### src/rtl/fetch_stage.sv
// Instruction-fetch stage: PC, imem req/ready handshake, IF/ID register, one-entry skid buffer, redirect flush.
// Optional FETCH_PERF_CNT_EN adds fetch_count / bubble_count outputs.
module fetch_stage #(
    parameter logic [31:0] RESET_PC  = 32'h0000_1000,
    parameter logic [31:0] NOP_INSTR = 32'h0000_0013
) (
    input  logic        clk,
    input  logic        rst_n,
    input  logic        stall_in,
    input  logic        redirect_in,
    input  logic [31:0] redirect_pc,
    output logic        imem_req,
    output logic [31:0] imem_addr,
    input  logic        imem_ready,
    input  logic [31:0] imem_rdata,
    output logic [31:0] ir_out,
    output logic [31:0] pc_out,
    output logic        valid_out
`ifdef FETCH_PERF_CNT_EN
    ,
    output logic [31:0] fetch_count,
    output logic [31:0] bubble_count
`endif
);

    localparam int unsigned XLEN = 32;

    typedef enum logic {
        S_FETCH = 1'b0,
        S_DROP  = 1'b1
    } state_e;

    state_e            state_q;
    logic [XLEN-1:0]   addr_q;
    logic [XLEN-1:0]   tgt_q;
    logic              req_q;
    logic [XLEN-1:0]   ir_q;
    logic [XLEN-1:0]   pc_q;
    logic              valid_q;
    logic              skid_full_q;
    logic [XLEN-1:0]   skid_ir_q;
    logic [XLEN-1:0]   skid_pc_q;

    logic              accept_c;
    logic              load_c;
    logic [XLEN-1:0]   tgt_c;
    logic [XLEN-1:0]   addr_inc_c;
    logic              unused_c;

    // A response only counts while we are actually requesting.
    assign accept_c   = imem_ready & req_q;
    assign tgt_c      = {redirect_pc[XLEN-1:2], 2'b00};
    assign addr_inc_c = addr_q + XLEN'(4);
    assign load_c     = ~redirect_in & (state_q == S_FETCH) & ~stall_in
                        & (skid_full_q | accept_c);
    assign unused_c   = &{1'b0, redirect_pc[1:0]};

    always_ff @(posedge clk or negedge rst_n) begin
        if (!rst_n) begin
            state_q     <= S_FETCH;
            addr_q      <= RESET_PC;
            tgt_q       <= RESET_PC;
            req_q       <= 1'b0;
            ir_q        <= NOP_INSTR;
            pc_q        <= '0;
            valid_q     <= 1'b0;
            skid_full_q <= 1'b0;
            skid_ir_q   <= '0;
            skid_pc_q   <= '0;
        end else if (redirect_in) begin
            // Flush wins over stall; an in-flight request must be drained first.
            ir_q        <= NOP_INSTR;
            valid_q     <= 1'b0;
            skid_full_q <= 1'b0;
            if (req_q && !imem_ready) begin
                state_q <= S_DROP;
                tgt_q   <= tgt_c;
            end else begin
                state_q <= S_FETCH;
                addr_q  <= tgt_c;
                req_q   <= 1'b1;
            end
        end else if (state_q == S_DROP) begin
            valid_q <= 1'b0;
            if (accept_c) begin
                state_q <= S_FETCH;
                addr_q  <= tgt_q;
            end
        end else if (skid_full_q) begin
            if (!stall_in) begin
                ir_q        <= skid_ir_q;
                pc_q        <= skid_pc_q;
                valid_q     <= 1'b1;
                skid_full_q <= 1'b0;
                req_q       <= 1'b1;
            end
        end else if (accept_c) begin
            addr_q <= addr_inc_c;
            if (stall_in) begin
                skid_ir_q   <= imem_rdata;
                skid_pc_q   <= addr_q;
                skid_full_q <= 1'b1;
                req_q       <= 1'b0;
            end else begin
                ir_q    <= imem_rdata;
                pc_q    <= addr_q;
                valid_q <= 1'b1;
            end
        end else begin
            req_q <= 1'b1;
            // Decoder consumed the current entry; nothing new arrived.
            if (!stall_in) begin
                valid_q <= 1'b0;
            end
        end
    end

    assign imem_req  = req_q;
    assign imem_addr = addr_q;
    assign ir_out    = ir_q;
    assign pc_out    = pc_q;
    assign valid_out = valid_q;

`ifdef FETCH_PERF_CNT_EN
    logic [XLEN-1:0] fetch_cnt_q;
    logic [XLEN-1:0] bubble_cnt_q;
    logic            started_q;

    // Bubbles are counted only once the first instruction has been delivered.
    always_ff @(posedge clk or negedge rst_n) begin
        if (!rst_n) begin
            fetch_cnt_q  <= '0;
            bubble_cnt_q <= '0;
            started_q    <= 1'b0;
        end else begin
            if (load_c) begin
                fetch_cnt_q <= fetch_cnt_q + XLEN'(1);
                started_q   <= 1'b1;
            end
            if (started_q && !valid_q) begin
                bubble_cnt_q <= bubble_cnt_q + XLEN'(1);
            end
        end
    end

    assign fetch_count  = fetch_cnt_q;
    assign bubble_count = bubble_cnt_q;
`else
    logic unused_load_c;
    assign unused_load_c = load_c;
`endif

endmodule

### config.mk
export PLATFORM = sky130hd
export DESIGN_NAME = fetch_stage
export DESIGN_NICKNAME = d
export VERILOG_FILES = /design/src/rtl/fetch_stage.sv
export SDC_FILE = /design/constraint.sdc
export NUM_CORES = 1
export LEC_CHECK = 0
export CAP_MARGIN = 20
export CELL_PAD_IN_SITES_DETAIL_PLACEMENT = 1
export CELL_PAD_IN_SITES_GLOBAL_PLACEMENT = 1
export CORE_UTILIZATION = 41
export CTS_CLUSTER_SIZE = 40
export DETAILED_ROUTE_END_ITERATION = 7
export HOLD_SLACK_MARGIN = 0.15
export PLACE_DENSITY_LB_ADDON = 0.1
export SETUP_SLACK_MARGIN = 0.3
export SYNTH_ARGS = -nofsm -noshare
export SYNTH_HDL_FRONTEND = slang
export SYNTH_SLANG_ARGS = --single-unit
### constraint.sdc
create_clock -name clk -period 2.2 [get_ports clk]
set_clock_uncertainty 0.05 [all_clocks]
set_input_delay 0.33 -clock clk [delete_from_list [all_inputs] [get_ports clk]]
set_output_delay 0.33 -clock clk [all_outputs]
set_load 0.02 [all_outputs]
==> impl_metrics.yaml, run 1 <==
run_status:
  status: "finished, final reports clean"
sta:
  setup_viol: 0
  slew_violations: 0
  min_period_ps: 1873
  rsz0062_at_grt: "true"
  fmax_mhz: 533.8
  tns_ps: 0
  hold_viol_final: 0
  slew_headroom_pct: 52.57
  worstMarginPinSlew_ps: 711.4
  layout_setup_ws_ps: 326.6
  fin_crit_sh_pct: 85.16
hold_path:
  hold_path.class: "in2reg"
  hold_start: "redirect_in"
  holdPathEnd: "state_q$_DFF_PN0_"
  hold_path_depth: 3
synthesis:
  synth_area_leaders: "dfrtp_1, mux2_2, mux2i_1"
  synth_largest_area_cell: "dfrtp_1"
  syn_avg_cell_area_um2: 11.33
  synthTopCellsByCount: "dfrtp_1, nor2_1, mux2_2"
  ys_warn_count: 0
  synthCells: 766
  ys.flop_type: "dfrtp_1"
  synthArstFlopShare_pct: 100.0
  syn_area_um2: 8682
  synth_edf_count: 0
  ys_ff_latch: 188
  yosysUniqueCellTypes: 51
  synth.yosys.seq_area_share_pct: 54.26
  synth_top_area_share_pct: 52.75
  yosysMostFrequentCell: "dfrtp_1"
global_route:
  grt_max_degree: 67
  antenna_found_initial: 0
  grt_pass1_wl_um: 38990
  gr-total-overflow: 0
  grt_pass1_vias: 7339
  track_usage_pct: 22.85
routing:
  drt_first_pass_iters: 5
  vias: 6800
  ant_nets: 0
  routed_via_density: 5.565
  wl_per_cell_um: 19.66
  drc_errors: 0
  wirelength_um: 24020
  drt_first_iter_violations: 273
worst_setup_path:
  start_kind: "flip-flop"
  crit_family: "simple AND/OR/NAND/NOR gates"
  path_buf_inv: 0
  required_ps: 2520
  crit_type: "reg2reg"
  critPathMaxStageDelay_ps: 480
  r2r_cells: 6
  reg2reg_to: "imem_addr[30]$_DFFE_PN0P_"
  rrSetupSlack_ps: 330
  critPathCaptureType: "flip-flop"
  critPathMaxFanout: 7
  r2r-start: "imem_addr[3]$_DFFE_PN0P_"
  critPathArrivalTime_ps: 2190
  crit_path_top_delay_cell: "or4_1"
  path_cells: "ha_4 -> nand2_4 -> nor4_4 -> nand4_1 -> or4_1 -> nand3_1"
layout:
  antennaDiodeCount: 0
  final_net_count: 1010
  stdcell_count: 1222
  syn2layout_area_growth_pct: 33.30
  drive_above_1_share_pct: 19.12
  seqCellArea_um2: 4721
  fillers: 2098
  multi_input_area_um2: 3821
  final_area_um2: 11570
floorplan:
  die_y_um: 147.5
  die_x_um: 147.5
  initial_utilization_pct: 42.36
  die-area_um2: 21760
  ioPinCount: 167
  core_area_um2: 20490
  row_count: 52
clock_network:
  clock_sinks: 188
  cts-root-buf: "clkbuf_16"
  clkTransAtPathRegs_ps: 70
  htree_levels: 4
  clock_latency_ps: 430
  cts_tree: "yes"
  clockBufferDepth: 2
  cts_inserted_buffers: 17
pwr:
  irDropWorstVdd_v: 0.0005223
  power_mw: 11.14
  p_leak_nw: 4.830
  power_density_nw_per_um2: 962.2
place:
  gp_congestion: 0.7484
  dp_hpwl_um: 16210
  pre_cts_slack_ps: 57.34
  dp_cells: 1182
  place_area_um2: 10840
  io_buffers: 160
run:
  drv_cap: 0
[routing by layer]
| layer | part of all wire, % | vias to the layer above | GRT usage (%) | wire (um) |
|---|---|---|---|---|
| li1 | - | 3137 | - | - |
| met1 | 44 | 3491 | 28.14 | 10510 |
| met2 | 52 | 152 | 41.08 | 12410 |
| met3 | 3.3 | 20 | 3.981 | 790 |
| met4 | 1.3 | 0 | 6.186 | 316 |
| met5 | 0 | - | 0 | 0 |
[flip-flops by register name, summed over array words and instances (netlist names)]
| register | flops |
|---|---|
| imem_addr | 30 |
| imem_req | 1 |
| ir_out | 32 |
| pc_out | 30 |
| skid_full_q | 1 |
| skid_ir_q | 32 |
| skid_pc_q | 30 |
| state_q | 1 |
| tgt_q | 30 |
| valid_out | 1 |
[how the worst max path moves through the flow]
| stage | startpoint | end | slack [ps] | cells past startpoint |
|---|---|---|---|---|
| after floorplan | imem_addr[12]$_DFFE_PN1P_ | imem_addr[30]$_DFFE_PN0P_ | 300 | 5 |
| after global placement | imem_ready | imem_addr[27]$_DFFE_PN0P_ | 100 | 6 |
| after detailed placement | imem_ready | imem_addr[27]$_DFFE_PN0P_ | 60 | 6 |
| after CTS | imem_addr[2]$_DFFE_PN0P_ | imem_addr[19]$_DFFE_PN0P_ | 290 | 6 |
| after global routing | imem_addr[3]$_DFFE_PN0P_ | imem_addr[30]$_DFFE_PN0P_ | 230 | 6 |
| final | imem_addr[3]$_DFFE_PN0P_ | imem_addr[30]$_DFFE_PN0P_ | 330 | 6 |
[kinds of logic after synthesis]
kind of cell / synth area share [%]
DFF: 54.26
AOI/OAI and AO/OA: 12.96
other: 0.04319
and+or+nand+nor: 10.17
muxes: 19.20
buffers and inverters: 3.228
adders and majority gates: 0.1441
[through the flow]
step | utilization (%) | hold slack, ps
3_3_place_gp | 52.82 | 316.3
4_1_cts | 56.03 | 311.4
6_report | 56.47 | 349.6
3_5_place_dp | 52.89 | 323.3
5_1_grt | 56.47 | 373.1
2_1_floorplan | - | -15.59
[repair_timing]
item / in CTS / in global routing
endpoints found under the setup margin: 44 / 34
hold buffers: 1 / 0
endpoints found under the hold margin: 58 / 0
gates resized for setup: 38 / 17
buffers inserted: 5 / 3
pin swaps: 1 / 13
[tightest hold or removal path: stages]
cell and delay (ps):
buf_2 160, mux2i_1 130, and2_1 170
[layout by cell type (no fill, tap or decap), types with 5 or more instances in the layout]
cell type        count
nand2_1             50
clkbuf_16           17
nor2_1              63
dlygate4sd2_1       31
a22oi_1              8
a222oi_1             7
nor4_1               5
dfrtp_2              5
buf_12               7
nand3_1              7
a221oi_1             7
and3_1               9
nor3_1               5
buf_4               43
a31oi_1              7
dfstp_2              5
mux2i_1             63
mux2_2              64
a22o_1               5
mux2_1              28
o21ai_1              9
a21oi_1             47
dfrtp_1            177
nand4_1              6
clkdlybuf4s50_1    125
o31ai_1             29
o21ai_0             38
[area by class of cell]
class | count | share of cell area (%)
flip-flops and latches | 188 | 40.79
multi-input cells | 516 | 33.02
repair buffers | 215 | 18.02
clock buffers | 20 | 4.032
well taps | 270 | 2.919
clock inverters | 11 | 1.157
inverters | 2 | 0.06486
[report_power, final]
group	internal, mW	switching (mW)
Combinational	1.51	1.57
Clock	1.78	1.39
Sequential	4.32	0.572
No activity file was read; power rests on OpenSTA's default activity.
==> run 2, diff against run 1 <==
CORE_ASPECT_RATIO = 0.8   (was not set)
==> run 2 against run 1 <==
Compared with the run above: maximum frequency is 2.8% lower; critical path depth is 1 lower; final cell count is 0.57% higher; design area is 0.49% higher; setup slack worse by 55 ps; register-to-register slack worse by 50 ps; wire length is 7.4% higher; core utilization is 0.29 points lower; first-iteration DRC count is 58% higher; sequential power hardly changed; via count is 1.3% higher; sequential share of layout area is 0.18 points lower.
==> impl_metrics.yaml, run 2 (same netlist as run 1, synthesis figures left out) <==
pwr:
  power_density_nw_per_um2: 954.6
  irDropWorstVdd_v: 0.0005026
  p_leak_nw: 4.846
  power_mw: 11.10
layout:
  drive_above_1_share_pct: 19.58
  seqCellArea_um2: 4723
  multi_input_area_um2: 3755
  antennaDiodeCount: 0
  layout_commonest_cell: "dfrtp_1"
  syn2layout_area_growth_pct: 33.95
  final_net_count: 1017
  final_area_um2: 11630
  final_cell_mix: "dfrtp_1, clkdlybuf4s50_1, mux2_2, nor2_1, mux2i_1"
  fillers: 2148
global_route:
  grt_pass1_vias: 7312
  track_usage_pct: 24.33
  gr-total-overflow: 0
  antenna_found_initial: 0
  grt_max_degree: 75
  grt_pass1_wl_um: 40540
worst_setup_path:
  r2r-start: "imem_addr[12]$_DFFE_PN1P_"
  r2r_cells: 5
  required_ps: 2520
  critPathArrivalTime_ps: 2250
  reg2reg_to: "imem_addr[30]$_DFFE_PN0P_"
  rrSetupSlack_ps: 270
  critPathMaxFanout: 4
  start_kind: "flip-flop"
  crit_type: "reg2reg"
  critPathCaptureType: "flip-flop"
clock_network:
  cts_tree: "yes"
  clockBufferDepth: 2
  clock_sinks: 188
  htree_levels: 4
  clock_latency_ps: 430
  clkTransAtPathRegs_ps: 80
  cts-root-buf: "clkbuf_16"
  cts_inserted_buffers: 17
sta:
  hold_viol_final: 0
  layout_setup_ws_ps: 271.7
  rsz0062_at_grt: "true"
  min_period_ps: 1928
  worstMarginPinSlew_ps: 821.4
  tns_ps: 0
  slew_violations: 0
  fin_crit_sh_pct: 87.65
  hold-worst-slack_ps: 352.6
  fmax_mhz: 518.6
  setup_viol: 0
  slew_headroom_pct: 45.24
place:
  pre_cts_slack_ps: -54.57
  io_buffers: 160
  place_area_um2: 10880
  dp_hpwl_um: 17460
  gp_congestion: 0.8203
floorplan:
  ioPinCount: 167
  initial_utilization_pct: 41.94
  die_y_um: 132.2
  die-area_um2: 21770
  row_count: 47
  core_area_um2: 20700
  die_x_um: 164.7
run:
  drv_cap: 0
routing:
  ant_nets: 0
  drt_first_pass_iters: 8
  drc_errors: 0
  vias: 6890
  drt_first_iter_violations: 431
  wl_per_cell_um: 21.00
  wirelength_um: 25810
  routed_via_density: 5.606
run_status:
  status: "finished, final reports clean"
hold_path:
  hold_path.class: "in2async"
-- run 2: metrics by stage --
| step | instances | util, % |
|---|---|---|
| floorplan | 769 | - |
| global placement | 1183 | 52.51 |
| detailed placement | 1184 | 52.54 |
| CTS | 1219 | 55.35 |
| global route | 1229 | 56.18 |
| finish | 1229 | 56.18 |
-- run 2: worst max-delay path by stage --
stage                              startpoint                         to  slack [ps]  depth (start not counted)
global placement                   imem_ready  imem_addr[21]$_DFFE_PN0P_          60                          6
detailed placement                 imem_ready  imem_addr[21]$_DFFE_PN0P_         -50                          6
CTS                 imem_addr[12]$_DFFE_PN1P_              imem_addr[12]         280                          2
global route        imem_addr[12]$_DFFE_PN1P_  imem_addr[30]$_DFFE_PN0P_         180                          5
floorplan           imem_addr[12]$_DFFE_PN1P_  imem_addr[30]$_DFFE_PN0P_         300                          5
finish              imem_addr[12]$_DFFE_PN1P_  imem_addr[30]$_DFFE_PN0P_         270                          5
-- run 2: area by class of cell --
class | count | share of cell area [%]
clock buffers | 19 | 3.809
clock inverters | 13 | 1.054
inverters | 2 | 0.06455
multi-input cells | 516 | 32.29
flip-flops and latches | 188 | 40.61
well taps | 269 | 2.894
repair buffers | 222 | 19.28
-- run 2: report_power, final --
group | internal, mW | switching, mW
Sequential | 4.32 | 0.583
Combinational | 1.53 | 1.66
Clock | 1.53 | 1.47
Total | 7.38 | 3.72
-- run 2: what timing repair did --
action                     CTS  global route
gates cloned                 1             3
pin swaps                    1             2
gates resized for setup     39            12
hold endpoints to repair    47             0
setup buffers                1             7
hold buffers                 1             0
setup endpoints to repair   74            63
-- run 2: critical path, stage by stage (launching register included) --
cell     delay, ps
dfstp_2        580
nand3_2        140
nor4_4         320
nand4_1        150
or4_1          520
nand3_1         90
-- run 2: layer usage --
layer | GRT usage, % | share of wire (%)
met4 | 6.371 | 1.6
met2 | 38.07 | 47
met3 | 4.152 | 4.4
met5 | 0 | 0
met1 | 34.91 | 47
